==> src/rtl/reg_bank_arbiter.sv <==
// Two-requester round-robin arbiter in front of a bank of load-enabled registers.
// Define REG_BANK_ARBITER_R0_ZERO_EN to hardwire word 0 to zero.
module reg_bank_arbiter #(
  parameter int WIDTH = 16,
  parameter int AW    = 3
) (
  input  logic             clk,
  input  logic             rst_n,
  input  logic             req0,
  input  logic             req1,
  input  logic             we0,
  input  logic             we1,
  input  logic [AW-1:0]    addr0,
  input  logic [AW-1:0]    addr1,
  input  logic [WIDTH-1:0] wdata0,
  input  logic [WIDTH-1:0] wdata1,
  output logic             gnt0,
  output logic             gnt1,
  output logic             ack0,
  output logic             ack1,
  output logic [WIDTH-1:0] rdata,
  output logic             busy
);

  localparam int DEPTH = 2 ** AW;

  typedef enum logic [1:0] {
    S_IDLE    = 2'd0,
    S_ACCESS  = 2'd1,
    S_RELEASE = 2'd2
  } state_t;

  state_t           r_state;
  state_t           w_next_state;

  logic             r_last;
  logic             r_win;
  logic             r_we;
  logic [AW-1:0]    r_addr;
  logic [WIDTH-1:0] r_wdata;
  logic [WIDTH-1:0] r_rdata;
  logic [WIDTH-1:0] r_mem [DEPTH];

  logic             r_gnt0;
  logic             r_gnt1;
  logic             r_ack0;
  logic             r_ack1;
  logic             r_busy;

  logic             w_win;
  logic             w_start;
  logic             w_gnt0_d;
  logic             w_gnt1_d;
  logic             w_ack0_d;
  logic             w_ack1_d;
  logic             w_busy_d;
  logic [DEPTH-1:0] w_load_en;
  logic [WIDTH-1:0] w_rd_word;

  // Round-robin: a lone request wins; on a tie the side not served last wins.
  always_comb begin
    if (req0 && req1) begin
      w_win = ~r_last;
    end else begin
      w_win = req1;
    end
  end

  assign w_start = (r_state == S_IDLE) && (req0 || req1);

  // NOTE: every signal written here gets a default first, so no path leaves it
  // unassigned and no latch is inferred.
  always_comb begin
    w_next_state = r_state;
    w_gnt0_d     = 1'b0;
    w_gnt1_d     = 1'b0;
    w_ack0_d     = 1'b0;
    w_ack1_d     = 1'b0;
    unique case (r_state)
      S_IDLE: begin
        if (w_start) begin
          w_next_state = S_ACCESS;
          w_gnt0_d     = ~w_win;
          w_gnt1_d     = w_win;
        end
      end
      S_ACCESS: begin
        w_next_state = S_RELEASE;
        w_ack0_d     = ~r_win;
        w_ack1_d     = r_win;
      end
      S_RELEASE: begin
        w_next_state = S_IDLE;
      end
      default: begin
        w_next_state = S_IDLE;
      end
    endcase
    w_busy_d = (w_next_state != S_IDLE);
  end

  // NOTE: sequential state uses non-blocking assignments so every register
  // samples pre-edge values regardless of statement order.
  always_ff @(posedge clk) begin
    if (!rst_n) begin
      r_state <= S_IDLE;
      r_gnt0  <= 1'b0;
      r_gnt1  <= 1'b0;
      r_ack0  <= 1'b0;
      r_ack1  <= 1'b0;
      r_busy  <= 1'b0;
    end else begin
      r_state <= w_next_state;
      r_gnt0  <= w_gnt0_d;
      r_gnt1  <= w_gnt1_d;
      r_ack0  <= w_ack0_d;
      r_ack1  <= w_ack1_d;
      r_busy  <= w_busy_d;
    end
  end

  // Request capture, served-last pointer and read-data register.
  always_ff @(posedge clk) begin
    if (!rst_n) begin
      r_last  <= 1'b1;
      r_win   <= 1'b0;
      r_we    <= 1'b0;
      r_addr  <= '0;
      r_wdata <= '0;
      r_rdata <= '0;
    end else begin
      if (w_start) begin
        r_win   <= w_win;
        r_we    <= w_win ? we1 : we0;
        r_addr  <= w_win ? addr1 : addr0;
        r_wdata <= w_win ? wdata1 : wdata0;
      end
      if (r_state == S_ACCESS) begin
        r_last <= r_win;
        if (!r_we) begin
          r_rdata <= w_rd_word;
        end
      end
    end
  end

  always_comb begin
    w_load_en = '0;
    if ((r_state == S_ACCESS) && r_we) begin
      w_load_en[r_addr] = 1'b1;
    end
`ifdef REG_BANK_ARBITER_R0_ZERO_EN
    w_load_en[0] = 1'b0;
`endif
  end

`ifdef REG_BANK_ARBITER_R0_ZERO_EN
  assign w_rd_word = (r_addr == '0) ? '0 : r_mem[r_addr];
`else
  assign w_rd_word = r_mem[r_addr];
`endif

  // NOTE: the bank must read back as zero after reset, so every word is cleared
  // explicitly; this is a register file, not a RAM macro.
  always_ff @(posedge clk) begin
    for (int i = 0; i < DEPTH; i++) begin
      if (!rst_n) begin
        r_mem[i] <= '0;
      end else if (w_load_en[i]) begin
        r_mem[i] <= r_wdata;
      end
    end
  end

  assign gnt0  = r_gnt0;
  assign gnt1  = r_gnt1;
  assign ack0  = r_ack0;
  assign ack1  = r_ack1;
  assign busy  = r_busy;
  assign rdata = r_rdata;

endmodule

==> config.mk <==
export PLATFORM = sky130hd
export DESIGN_NAME = reg_bank_arbiter
export DESIGN_NICKNAME = d
export VERILOG_FILES = /design/src/rtl/reg_bank_arbiter.sv
export SDC_FILE = /design/constraint.sdc
export NUM_CORES = 1
export LEC_CHECK = 0
export ABC_AREA = 0
export BUFFER_PORTS_ARGS = -buffer_cell sky130_fd_sc_hd__buf_4
export CORE_ASPECT_RATIO = 1.2
export CORE_MARGIN = 2
export CORE_UTILIZATION = 60
export DETAILED_ROUTE_END_ITERATION = 12
export GPL_TIMING_DRIVEN = 0
export PLACE_DENSITY_LB_ADDON = 0.12
export SYNTH_ARGS = -nofsm -noshare
export SYNTH_HDL_FRONTEND = slang
export SYNTH_SLANG_ARGS = --single-unit
==> constraint.sdc <==
create_clock -name clk -period 3.3 [get_ports clk]
set_clock_uncertainty 0.2 [all_clocks]
set_input_delay 0.495 -clock clk [delete_from_list [all_inputs] [get_ports clk]]
set_output_delay 0.495 -clock clk [all_outputs]
set_load 0.03 [all_outputs]
==> metrics.md <==
| Metric | Value |
|---|---|
| Status | complete, no violations |
| CTS sink cnt | 173 |
| Max stage delay on crit path | 0.77 ns |
| CP dominant cell by count | buf_6 |
| Switching share of power | 27.7% |
| Setup Viol. Count Final | 0 |
| Gate power share | 13.0% |
| Seq pwr share | 48.3% |
| Pleak | 3.73 nW |
| HPWL after DPL | approximately 13 mm |
| Fmax | 376 MHz |
| Post_cts resized | 0 |
| Met2 WL post-DR | 9.75 mm |
| TritonCTS clock tree | done |
| Internal | 3.80 mW |
| Fraction of registers with async set/reset | 0% |
| Post-synth design cell area | 7840 um^2 |
| Placed Area | ~8600 um^2 |
| Ys Warns | 0 |
| Fin crit period | roughly 2.7 ns |
| Post-synthesis sequential area ratio | 60.5% |
| All-layer global routing usage | 30.1% |
| Routability Congestion | 0.873 |
| Rel. slew slack | 41.9% |
| Total wire length | ~20 mm |
| CP top delay family | compound AO/OA/AOI/OAI gates |
| DR WL/cell | 22.4 um |
| Area of the multi-input gates | roughly 2800 um^2 |
| Total power draw | roughly 5.3 mW |
| Met1 WL | approximately 7.4 mm |
| Slew Viols, Final | 0 |
| Synth Register Bits | 173 |
| Ys flop type | edfxtp_1 |
| CP bufs+invs | 3 |
| Post-CTS setup buffers | 0 |
| RSZ-0062 raised after global routing | false |
| Final Cycle Share | 80.5% |
| Syn nets | 653 |
| TritonRoute pass-1 iters | 5 |
| Initial DRC Count | 457 |
| Post-CTS Hold Buffers | 0 |
| Post-synthesis xor/xnor area fraction | 0% |
| Multiplexer share of the synthesized area | 8.47% |
| Htree depth | 4 |
| Port bufs | 63 |
| Pre-CTS setup slack | 0.635 ns |
| Max Cap Viol | 0 |
| FF+latch area | 4740 um^2 |
| Synthesized area per cell | 12.9 um^2 |
| Sw power | 1.46 mW |
| Initial core utilization | 61.6% |
| Die Ht | 129 um |
| Synth Instances | 609 |
| I/O pins | 65 |
| Number of global-route vias before repair | 5443 |
| Setup crit end kind | register |
| Main combinational cell family by area after synthesis | simple AND/OR/NAND/NOR gates |
| Initial antenna violation count | 0 |
| # rows | 45 |
| Post-Synth Simple-Gate Area | between 10% and 20% |
| Clk Latency, worst-skew pair | ~0.44 ns |
| Post-synth EDFFs | 128 |
| Via count | 5319 |
| Clk slew on worst S/H paths | 0.07 ns |
| Final net count | 742 |
| CTS Buffer Depth | 2 |
| Slew @ Worst Pin | between 0.8 and 0.9 ns |
| Layout area overhead | 17.8% |
| Yosys cell types | 41 |
| Post-route ant nets | 0 |
| Post-Synth Adder-Cell Area | 0% |
| Final core utilization | 72.6% |
| Synth Area in Compound Gates | 10.4% |
| Die Area | 14000 um^2 |
| Crit Path Max Fanout | 16 |
| Worst setup path category | register to register |
| Top sig layer | met4 |
| Share of cells above drive strength 1 | between 20% and 30% |
| Root Buffer Master | clkbuf_16 |
| DRC viols | 0 |
| Routed length on met3 | 1.83 mm |
| Clk pwr share | 38.7% |
| Largest net degree at the start of global routing | 19 |
| PwrDens | 568 nW/um^2 |
| # diodes | 0 |
| Fin worst setup slack | 0.642 ns |
| Worst Path Required | 3.16 ns |
| Core ar. | 12700 um^2 |
| Worst hold-check path type | input pin to register |
| Global-route wire length before repair | 30.4 mm |
| Crit path max-delay cell type | o21ai_2 |
| GR Overflow Total | 0 |
| Setup TNS | 0 ns |
| DIE WIDTH | between 100 and 150 um |
| Worst Path Arrival | 2.52 ns |
| Peak VDD IR | 287 uV |
| Crit-path cells | buf_6, buf_6, buf_2, nand3_1, o21ai_2 |
| Fillers | about 850 |
| Num CTS Buffers | 17 |
| Worst setup SP type | register |
| Post-route cell area | 9240 um^2 |
| Final hold violation count | 0 |
| Via density | 6.08 |
## power by group through the flow
stage / Sequential (mW) / Clock [mW] / Combinational, mW
after floorplan: 2.59 / 0 / 0.383
after global placement: 2.57 / 0 / 0.639
after detailed placement: 2.58 / 0 / 0.673
after CTS: 2.53 / 2.03 / 0.680
after global routing: 2.55 / 2.12 / 0.729
final: 2.53 / 2.03 / 0.685
## cells in the final DEF (no fill, tap or decap), types with 12 or more instances in the layout
cell type,Yosys,layout
nand2_1,40,40
o21ai_0,34,26
o211a_1,20,20
a21oi_1,16,16
mux2i_1,54,54
and2_1,128,128
dfxtp_1,45,45
buf_2,12,12
buf_6,13,15
edfxtp_1,128,128
clkbuf_16,0,17
buf_4,8,71
## synth_stat cells (7+ instances only)
master    number  area, um^2
mux2i_1       54         541
dfxtp_1       45         901
buf_6         13         146
clkbuf_1       9        33.8
and2_1       128         801
nor2_4         9         101
buf_2         12        60.1
edfxtp_1     128        3840
nand3_1        9        45.0
nor2_1         8        30.0
o211a_1       20         200
nand2_1       40         150
a31oi_1        8        50.1
a21oi_1       16        80.1
a22o_1         8        70.1
o21ai_0       34         170
buf_4          8        60.1
mux2_2         7        78.8
## cell families (layout without fill, tap and decap cells)
logic type             Yosys count  in the layout
buffers and inverters           47            149
DFF                            173            173
muxes                           64             64
and+or+nand+nor                210            210
AOI/OAI and AO/OA              115            115
## metrics by stage
step,hold slack [ns],cells
floorplan,0.220,609
global placement,0.259,836
detailed placement,0.248,843
CTS,0.204,875
global route,0.213,875
finish,0.204,875
## cell type report
class	count	share of cell area (%)
inverters	4	0.162
repair buffers	70	6.17
clock inverters	15	1.85
plain buffers	43	3.47
multi-input cells	389	30.2
well taps	164	2.22
flip-flops and latches	173	51.3
clock buffers	17	4.60
## path summary, 6_finish.rpt
| path | endpoint | slack [ns] | cells after the start | from |
|---|---|---|---|---|
| min | r_wdata[2] | 0.20 | 4 | wdata0[2] |
| min reg2reg | ack0 | 0.27 | 1 | r_win |
| max reg2reg | r_mem[3][10] | 0.64 | 5 | r_addr[0] |
| max | r_mem[3][10] | 0.64 | 5 | r_addr[0] |
## layer usage
metal	vias up	track usage [%]
met4	0	12.7
met3	39	5.94
met5	-	0
li1	2399	-
met1	2562	37.8
met2	319	51.1
## flip-flops by register name, summed over array words and instances (netlist names), 2 cells and up
signal,cells
r_addr,3
r_wdata,16
rdata,16
r_state,2
r_mem,128
## worst register-to-register path, cell delays in order (launching register included)
cell and delay, ns:
dfxtp_1 0.33, buf_6 0.17, buf_6 0.20, buf_2 0.31
nand3_1 0.29, o21ai_2 0.78
Power figures use the tool's default switching activity.
